$ cat src/rtl/latch_gate_sched_pkg.sv
// Shared types and helpers for the latch gate scheduler: FSM states,
// latch op encodings and constant-width helpers.
package latch_sched_pkg;

  // Access sequencing states; every access walks SETUP -> OPEN -> HOLD -> ACK.
  typedef enum logic [2:0] {
    IDLE  = 3'd0,
    SETUP = 3'd1,
    OPEN  = 3'd2,
    HOLD  = 3'd3,
    ACK   = 3'd4
  } state_t;

  localparam logic [1:0] OP_WR  = 2'b00;
  localparam logic [1:0] OP_CLR = 2'b01;
  localparam logic [1:0] OP_PRE = 2'b10;

  // The unused encoding 2'b11 behaves as a clear so it can never reach PRE.
  function automatic logic [1:0] norm_op(input logic [1:0] op);
    return (op == 2'b11) ? OP_CLR : op;
  endfunction

  function automatic int max3(input int a, input int b, input int c);
    int m;
    m = (a > b) ? a : b;
    return (m > c) ? m : c;
  endfunction

  // Phase counter width: wide enough for the longest phase, plus one bit.
  function automatic int phase_cnt_w(input int s, input int o, input int h);
    return $clog2(max3(s, o, h)) + 1;
  endfunction

endpackage

$ cat src/rtl/latch_gate_sched_rr_arbiter_n.sv
// Combinational round-robin arbiter: grants the first requester found at or
// after ptr+1 (mod NREQ). The caller registers the result.
module rr_arbiter_n
  import latch_sched_pkg::*;
#(
  parameter int NREQ = 4,
  parameter int IW   = 2
) (
  input  logic [NREQ-1:0] req,
  input  logic [IW-1:0]   ptr,
  output logic [NREQ-1:0] gnt,
  output logic [IW-1:0]   idx,
  output logic            any
);

  // Scan NREQ positions starting just past the pointer; first hit wins.
  always_comb begin
    int j;
    gnt = '0;
    idx = '0;
    any = 1'b0;
    j   = 0;
    for (int i = 1; i <= NREQ; i++) begin
      j = (int'(ptr) + i) % NREQ;
      if (!any && req[IW'(j)]) begin
        any          = 1'b1;
        gnt[IW'(j)]  = 1'b1;
        idx          = IW'(j);
      end
    end
  end

endmodule

$ cat src/rtl/latch_gate_sched.sv
// Round-robin scheduler sharing one bank of inverted-gate latches among
// NREQ requesters. Each access is sequenced as data setup, gate open (or
// clear/preset strobe), data hold and a one-cycle completion pulse.
//
// Handshake: a requester raises req[i] (level) and should keep it high until
// gnt[i] pulses. req_op/req_d are sampled only on the clock edge where the
// scheduler, sitting in IDLE, selects that requester. Once selected, the
// access always completes and gnt[i] pulses for exactly one cycle, even if
// req[i] has been dropped in the meantime.
module latch_gate_sched
  import latch_sched_pkg::*;
#(
  parameter int NREQ      = 4,
  parameter int WIDTH     = 8,
  parameter int SETUP_CYC = 1,
  parameter int OPEN_CYC  = 2,
  parameter int HOLD_CYC  = 1
) (
  input  logic                    clk,
  input  logic                    rst_n,
  input  logic [NREQ-1:0]         req,
  input  logic [2*NREQ-1:0]       req_op,
  input  logic [NREQ*WIDTH-1:0]   req_d,
  output logic [NREQ-1:0]         gnt,
  output logic                    busy,
  output logic [WIDTH-1:0]        lat_d,
  output logic                    lat_g,
  output logic                    lat_clr,
  output logic                    lat_pre,
  output state_t                  dbg_state
);

  localparam int IW = $clog2(NREQ);
  localparam int CW = phase_cnt_w(SETUP_CYC, OPEN_CYC, HOLD_CYC);

  // Counter reload values: the counter runs down to zero within a phase.
  localparam logic [CW-1:0] SETUP_LAST = CW'(SETUP_CYC - 1);
  localparam logic [CW-1:0] OPEN_LAST  = CW'(OPEN_CYC - 1);
  localparam logic [CW-1:0] HOLD_LAST  = CW'(HOLD_CYC - 1);

  state_t            state_q, state_d;
  logic [CW-1:0]     cnt_q, cnt_d;
  logic [IW-1:0]     ptr_q, ptr_d;
  logic [IW-1:0]     win_idx_q, win_idx_d;
  logic [NREQ-1:0]   win_oh_q, win_oh_d;
  logic [1:0]        win_op_q, win_op_d;
  logic [WIDTH-1:0]  win_data_q, win_data_d;

  logic [NREQ-1:0]   gnt_d;
  logic              busy_d;
  logic [WIDTH-1:0]  lat_d_d;
  logic              lat_g_d, lat_clr_d, lat_pre_d;

  logic [NREQ-1:0]   arb_gnt;
  logic [IW-1:0]     arb_idx;
  logic              arb_any;

  logic [1:0]        op_arr [NREQ];
  logic [WIDTH-1:0]  d_arr  [NREQ];

  // Split the flat per-requester buses into indexable arrays.
  for (genvar g = 0; g < NREQ; g++) begin : g_unpack
    assign op_arr[g] = req_op[2*g +: 2];
    assign d_arr[g]  = req_d[WIDTH*g +: WIDTH];
  end

  rr_arbiter_n #(
    .NREQ (NREQ),
    .IW   (IW)
  ) u_arb (
    .req (req),
    .ptr (ptr_q),
    .gnt (arb_gnt),
    .idx (arb_idx),
    .any (arb_any)
  );

  assign dbg_state = state_q;

  // State register plus the winner context captured at the grant edge.
  always_ff @(posedge clk or negedge rst_n) begin
    if (!rst_n) begin
      state_q    <= IDLE;
      cnt_q      <= '0;
      ptr_q      <= '0;
      win_idx_q  <= '0;
      win_oh_q   <= '0;
      win_op_q   <= OP_WR;
      win_data_q <= '0;
    end else begin
      state_q    <= state_d;
      cnt_q      <= cnt_d;
      ptr_q      <= ptr_d;
      win_idx_q  <= win_idx_d;
      win_oh_q   <= win_oh_d;
      win_op_q   <= win_op_d;
      win_data_q <= win_data_d;
    end
  end

  // Next-state logic: phase sequencing, counter reload on each phase entry.
  always_comb begin
    state_d    = state_q;
    cnt_d      = cnt_q;
    ptr_d      = ptr_q;
    win_idx_d  = win_idx_q;
    win_oh_d   = win_oh_q;
    win_op_d   = win_op_q;
    win_data_d = win_data_q;
    unique case (state_q)
      IDLE: begin
        if (arb_any) begin
          state_d    = SETUP;
          cnt_d      = SETUP_LAST;
          win_idx_d  = arb_idx;
          win_oh_d   = arb_gnt;
          win_op_d   = norm_op(op_arr[arb_idx]);
          win_data_d = d_arr[arb_idx];
        end
      end
      SETUP: begin
        if (cnt_q == '0) begin
          state_d = OPEN;
          cnt_d   = OPEN_LAST;
        end else begin
          cnt_d = cnt_q - CW'(1);
        end
      end
      OPEN: begin
        if (cnt_q == '0) begin
          state_d = HOLD;
          cnt_d   = HOLD_LAST;
        end else begin
          cnt_d = cnt_q - CW'(1);
        end
      end
      HOLD: begin
        if (cnt_q == '0) begin
          state_d = ACK;
          cnt_d   = '0;
        end else begin
          cnt_d = cnt_q - CW'(1);
        end
      end
      ACK: begin
        state_d = IDLE;
        cnt_d   = '0;
        ptr_d   = win_idx_q;
      end
      default: begin
        state_d = IDLE;
        cnt_d   = '0;
      end
    endcase
  end

  // Output decode from the next state so every pin is a plain flop output.
  always_comb begin
    lat_d_d   = lat_d;
    if (state_d == SETUP && win_op_d == OP_WR) begin
      lat_d_d = win_data_d;
    end
    lat_g_d   = !(state_d == OPEN && win_op_d == OP_WR);
    lat_clr_d = (state_d == OPEN) && (win_op_d == OP_CLR);
    lat_pre_d = (state_d == OPEN) && (win_op_d == OP_PRE);
    gnt_d     = (state_d == ACK) ? win_oh_d : '0;
    busy_d    = (state_d != IDLE);
  end

  // Output registers; reset closes the gate and drops strobes immediately.
  always_ff @(posedge clk or negedge rst_n) begin
    if (!rst_n) begin
      gnt     <= '0;
      busy    <= 1'b0;
      lat_d   <= '0;
      lat_g   <= 1'b1;
      lat_clr <= 1'b0;
      lat_pre <= 1'b0;
    end else begin
      gnt     <= gnt_d;
      busy    <= busy_d;
      lat_d   <= lat_d_d;
      lat_g   <= lat_g_d;
      lat_clr <= lat_clr_d;
      lat_pre <= lat_pre_d;
    end
  end

endmodule

$ cat config.mk
export PLATFORM = sky130hd
export DESIGN_NAME = latch_gate_sched
export DESIGN_NICKNAME = d
export VERILOG_FILES = /design/src/rtl/latch_gate_sched_pkg.sv /design/src/rtl/latch_gate_sched_rr_arbiter_n.sv /design/src/rtl/latch_gate_sched.sv
export SDC_FILE = /design/constraint.sdc
export NUM_CORES = 1
export LEC_CHECK = 0
export ABC_CLOCK_PERIOD_IN_PS = 5900
export CAP_MARGIN = 40
export CORE_MARGIN = 5
export CORE_UTILIZATION = 45
export DETAILED_ROUTE_END_ITERATION = 8
export PLACE_DENSITY_LB_ADDON = 0.08
export SLEW_MARGIN = 25
export SYNTH_ARGS = -nofsm -noshare
export SYNTH_HDL_FRONTEND = slang
export SYNTH_SLANG_ARGS = --single-unit
$ cat constraint.sdc
create_clock -name clk -period 5.9 [get_ports clk]
set_input_delay 1.18 -clock clk [delete_from_list [all_inputs] [get_ports clk]]
set_output_delay 1.18 -clock clk [all_outputs]
set_load 0.02 [all_outputs]
[Yosys cells after proc, flatten, opt, wreduce, memory -nomap -nowiden]
Index checks and enable logic that the tools add are counted.
Word-level totals
  register bits: 39
  input bits: 46
  output and inout bits: 19
  logic and storage cells: 118
Cells by class
  $add $sub $neg: 5
  order comparisons: 9
  equality and inequality tests: 11
  muxes and demuxes: 55
  bitwise operators: 4
  reductions and logical operators: 21
Operator list (count)
  two-way mux 8 bit: 4
  two-way mux 4 bit: 7
  two-way mux 2 bit: 12
  binary-select mux 8 bit (select 2 bit): 1
  less-than comparator 2 x 4 -> 1 bit, second input constant: 4
  two-way mux 1 bit: 16
  two-way mux 3 bit: 4
  OR 4 bit: 3
  one-hot mux 3 bit (4 select lines): 1
  logical AND 1 bit: 11
  == test 3 x 2 -> 1 bit, second input constant: 3
  binary-select mux 1 bit (select 2 bit): 4
  demux 1 bit (select 2 bit): 4
  greater-or-equal comparator 2 x 1 -> 1 bit, second input constant: 4
  == test 3 x 1 -> 1 bit, second input constant: 2
  == test 3 bit, second input constant: 2
  one-hot mux 2 bit (3 select lines): 1
  adder 2 x 1 -> 2 bit, second input constant: 2
  adder 2 bit, second input constant: 2
  binary-select mux 2 bit (select 2 bit): 1
  == test 2 bit, second input constant: 2
  zero test 1 bit: 4
  zero test 2 bit: 2
  greater-or-equal comparator 3 bit, second input constant: 1
  other kinds (8): 8

[Logic depth before layout (Yosys ltp)]
  word-level depth: 25
  mapped depth: 13
  gate-level depth less buffers: 9

[Modules after synthesis]
A second synthesis with hierarchy kept.
Unflattened totals
  cell total of the unflattened synthesis: 225
  area total of the unflattened synthesis: 2447.3 um^2
By module, submodules not included
  latch_gate_sched: times used 1, cells each 162, area each 1924.3 um^2, sequential area each 977.2 um^2
  rr_arbiter_n: times used 1, cells each 63, area each 523.0 um^2, sequential area each 0.0 um^2

[Worst setup path after synthesis]
No wires, ideal clock.
  kind: input -> register
  start point: in req[1]
  end point: reg lat_d[0]
  arrival time: 3.528 ns
  path slack: 2.278 ns
  stages on the path: 9
  buffers on the path: 2
  cell sequence: mux4_2 nor4b_2 nor2_1 a32oi_2 buf_6 mux4_2 and3_1 buf_6 a221oi_2
On the way
  word-level cells in the longest chain between the ends: 23
  elaborated cells between the ends (all ways): 44
  those cells by class: eq/ne: 2; mux: 33; bitwise: 1; reduce/logical: 8
Ends and longest elaborated chain
  start: declaration: line latch_gate_sched.sv:21  | input logic [NREQ-1:0] req,
  binary-select mux 1 bit (select 2 bit): line latch_gate_sched_rr_arbiter_n.sv:25  | if (!any && req[IW'(j)]) begin
  two-way mux 1 bit (not written as such) (2 in series): line latch_gate_sched_rr_arbiter_n.sv:25
  two-way mux 1 bit: line latch_gate_sched_rr_arbiter_n.sv:25
  zero test 1 bit: line latch_gate_sched_rr_arbiter_n.sv:25
  logical AND 1 bit: line latch_gate_sched_rr_arbiter_n.sv:25
  two-way mux 1 bit: line latch_gate_sched_rr_arbiter_n.sv:25
  zero test 1 bit: line latch_gate_sched_rr_arbiter_n.sv:25
  logical AND 1 bit: line latch_gate_sched_rr_arbiter_n.sv:25
  (+5 left out)
  binary-select mux 2 bit (select 2 bit): line latch_gate_sched.sv:117  | win_op_d = norm_op(op_arr[arb_idx]);
  two-way mux 2 bit (not written as such) (2 in series): line latch_gate_sched.sv:117
  == test 2 bit: line latch_gate_sched_pkg.sv:20  | return (op == 2'b11) ? OP_CLR : op;
  two-way mux 2 bit: line latch_gate_sched_pkg.sv:20
  two-way mux 2 bit: line latch_gate_sched.sv:112  | if (arb_any) begin
  two-way mux 2 bit: line latch_gate_sched.sv:110  | unique case (state_q)
  zero test 2 bit: line latch_gate_sched.sv:160  | if (state_d == SETUP && win_op_d == OP_WR) begin
  logical AND 1 bit: line latch_gate_sched.sv:160
  end signal: assignment: line latch_gate_sched.sv:182  | lat_d <= lat_d_d;
  end: declaration: line latch_gate_sched.sv:26  | output logic [WIDTH-1:0] lat_d,
Several ways; a longest one is shown, not always the timed one. The select of a mux whose other input is x is not followed.
A chain may end at the register's enable or synchronous reset.

[Worst setup path in the final report]
  start point: in req[2]
  end point: reg lat_d[1]
Same word-level chain as after synthesis.

==> metrics.txt <==
Mapped Cells=223; Slew HR=0.533; R2R Path Start=ptr_q[0]; H-Tree Depth=2; Hold EP=win_idx_q[1]; endpoints failing setup=0; GP Congestion=0.907; number of I/O pins=65; Hold Startpoint=win_idx_q[1]; worst skew pair latency=0.29 ns; Synthesized Nets=277; number of global-route vias before repair=1891; crit path capture type=flop; Core ar.=0.00541 mm^2; gr usage total=0.160; max-slew violation count=0; async set-reset flop share out of synthesis=1.00; cells on worst reg2reg path=9; clock slew at reported path FFs=0.08 ns; # diodes=0; Crit Path Category=primary input to flop; fin crit share=0.757; GRT Residual Overflow=0; Final #Nets=344; Seq/Total Area, Yosys=0.395; CTS Sinks=39; clock skew=0.00678 ns; Worst Tran Pin Value=0.700 ns; Die Y=84.1 um; IO Port Bufs=64; critical path launch point type=primary input; Critical Path RT=6.09 ns; Post-DP Area=0.00316 mm^2; die width=84.1 um; routed vias=1905; DRC=0; initial antenna violation count=0; fin area=0.00325 mm^2; First DRT Iteration DRCs=33; cell with the most instances after synthesis=dfrtp_1; Syn-to-layout area delta=31.4%; worst-path fanout max=10; post-layout min period=4.47 ns; Die Area=0.00707 mm^2; status=finished clean; Clock power frac=0.094; top post-synthesis cells by count=38 x dfrtp_1, 23 x inv_1, 20 x nand2_1; max-cap violations=0; clk root buf=clkbuf_8; Sw Ratio=0.439; drt via density=5.25; Critical R2R Capture=lat_d[1]; CTS resizes=0; number of buffers created by CTS=5; setup_tns=0 ns; NetSw=812 uW; Synth Warn #=0; Synth area leaders=dfrtp_1 38%, mux2i_1 7.3%, mux2_2 6.4%; combinational power share=0.649; Final HPWL DP=4170 um; DRT Pass-1 Iters=4; VDD IR max=285 uV; WP data arrival=4.66 ns; antenna-violating nets left=0; pwr dens=570 mW/mm^2; Synth Flop Type=dfrtp_1; Lkg Pwr=1.44 nW; reg-to-reg setup timing slack=1.55 ns; CTS Buffer Depth=2; Post-Route WL=5430 um; standard-cell row count=27; Avg Cell Area, Syn=11.1 um^2; post-synthesis cell area=0.00247 mm^2; Pint=1.04 mW; clock tree from TritonCTS=yes; worst setup path startpoint=req[2]; largest net degree at the start of global routing=32; first-pass GRT wire length=9150 um; Post-synth EDFFs=0; share of cells above drive strength 1=0.168; worst hold path depth=2; Yosys top cell by area=dfrtp_1; Initial Util=0.457; RSZ-0062 raised after global routing=no; cts hold-fix bufs=0; drt wl/cell=14.9 um; Seq pwr share=0.256; post-CTS setup repair buffer count=0; top-area cell type share of the netlist area=0.385; Seq cells post-synth=39; FMAX=0.224 GHz; post-synthesis cell type count=45; Hold Crit Class=flop to flop; final hold vios=0
worst max-delay path, cell delays in order:
cell             delay [ns]
clkdlybuf4s50_1        0.48
mux4_2                 0.62
nor4b_2                0.46
nor2_1                 0.10
a32oi_2                0.58
mux4_1                 0.49
and3_1                 0.40
a221oi_2               0.34
registers in the layout, indices dropped and copies added (netlist names), 3 cells and up:
signal      count
lat_d           8
win_data_q      8
gnt             4
win_oh_q        4
dbg_state       3
layer usage:
| metal | vias to the layer above | wire (um) | GRT usage |
|---|---|---|---|
| met5 | - | 0 | 0 |
| met4 | 0 | 98 | 0.0512 |
| met3 | 8 | 363 | 0.0503 |
| met2 | 47 | 2470 | 0.250 |
| met1 | 911 | 2500 | 0.211 |
| li1 | 939 | - | - |
power by group through the flow:
stage / Sequential [mW] / Combinational [mW] / Clock, mW
after floorplan: 0.503 / 0.949 / 0
after global placement: 0.478 / 1.19 / 0
after detailed placement: 0.479 / 1.21 / 0
after CTS: 0.475 / 1.21 / 0.180
after global routing: 0.491 / 1.32 / 0.191
final: 0.474 / 1.20 / 0.175
worst max path at each step:
stage                          end  slack [ns]
after floorplan           lat_d[0]        2.28
after global placement    lat_d[6]        1.24
after detailed placement  lat_d[1]        1.13
after CTS                  lat_pre        1.44
after global routing      lat_d[1]        1.16
final                     lat_d[1]        1.43
cells by family after synthesis:
group,share of synthesized area
compound gates,0.154
xor+xnor,0.00354
simple gates,0.131
flops,0.395
mux,0.204
buf+inv,0.0719
fa+ha+maj,0.0405
placed cells by master (no fill, tap or decap), types with 2 or more instances in the layout:
master	synthesis	final
mux2i_1	18	18
ha_1	8	8
dfrtp_1	38	38
mux4_1	2	2
o21ai_0	14	14
mux2_2	14	14
and2_1	4	4
nand2_1	20	20
nor3_1	2	2
a221oi_2	8	8
a21oi_1	2	2
nor3b_1	4	4
nor2_1	17	17
inv_1	23	23
buf_4	0	4
a22oi_1	2	2
a221oi_1	4	4
clkdlybuf4s50_1	0	63
clkbuf_8	0	5
nor2b_1	4	4
a22o_1	2	2
mux4_2	5	5
metrics by stage:
step                      cells  setup slack [ns]  power, mW   util  hold WS [ns]
final                       363              1.43       1.85  0.601         0.481
after CTS                   363              1.44       1.87  0.601         0.484
after global routing        363              1.16       2.00  0.601         0.520
after detailed placement    355              1.13       1.69  0.585         0.466
after global placement      354              1.24       1.67  0.580         0.465
after floorplan             223              2.28       1.45      -         0.446
final cells by class:
class / instances / area, um^2
Clock buffer: 6 / 72.6
Clock inverter: 2 / 12.5
Fill cell: 506 / 2160
Inverter: 23 / 86.3
Multi-Input combinational cell: 152 / 1320
Sequential cell: 39 / 977
Tap cell: 72 / 90.1
Timing Repair Buffer: 69 / 693
Power figures use the tool's default switching activity.
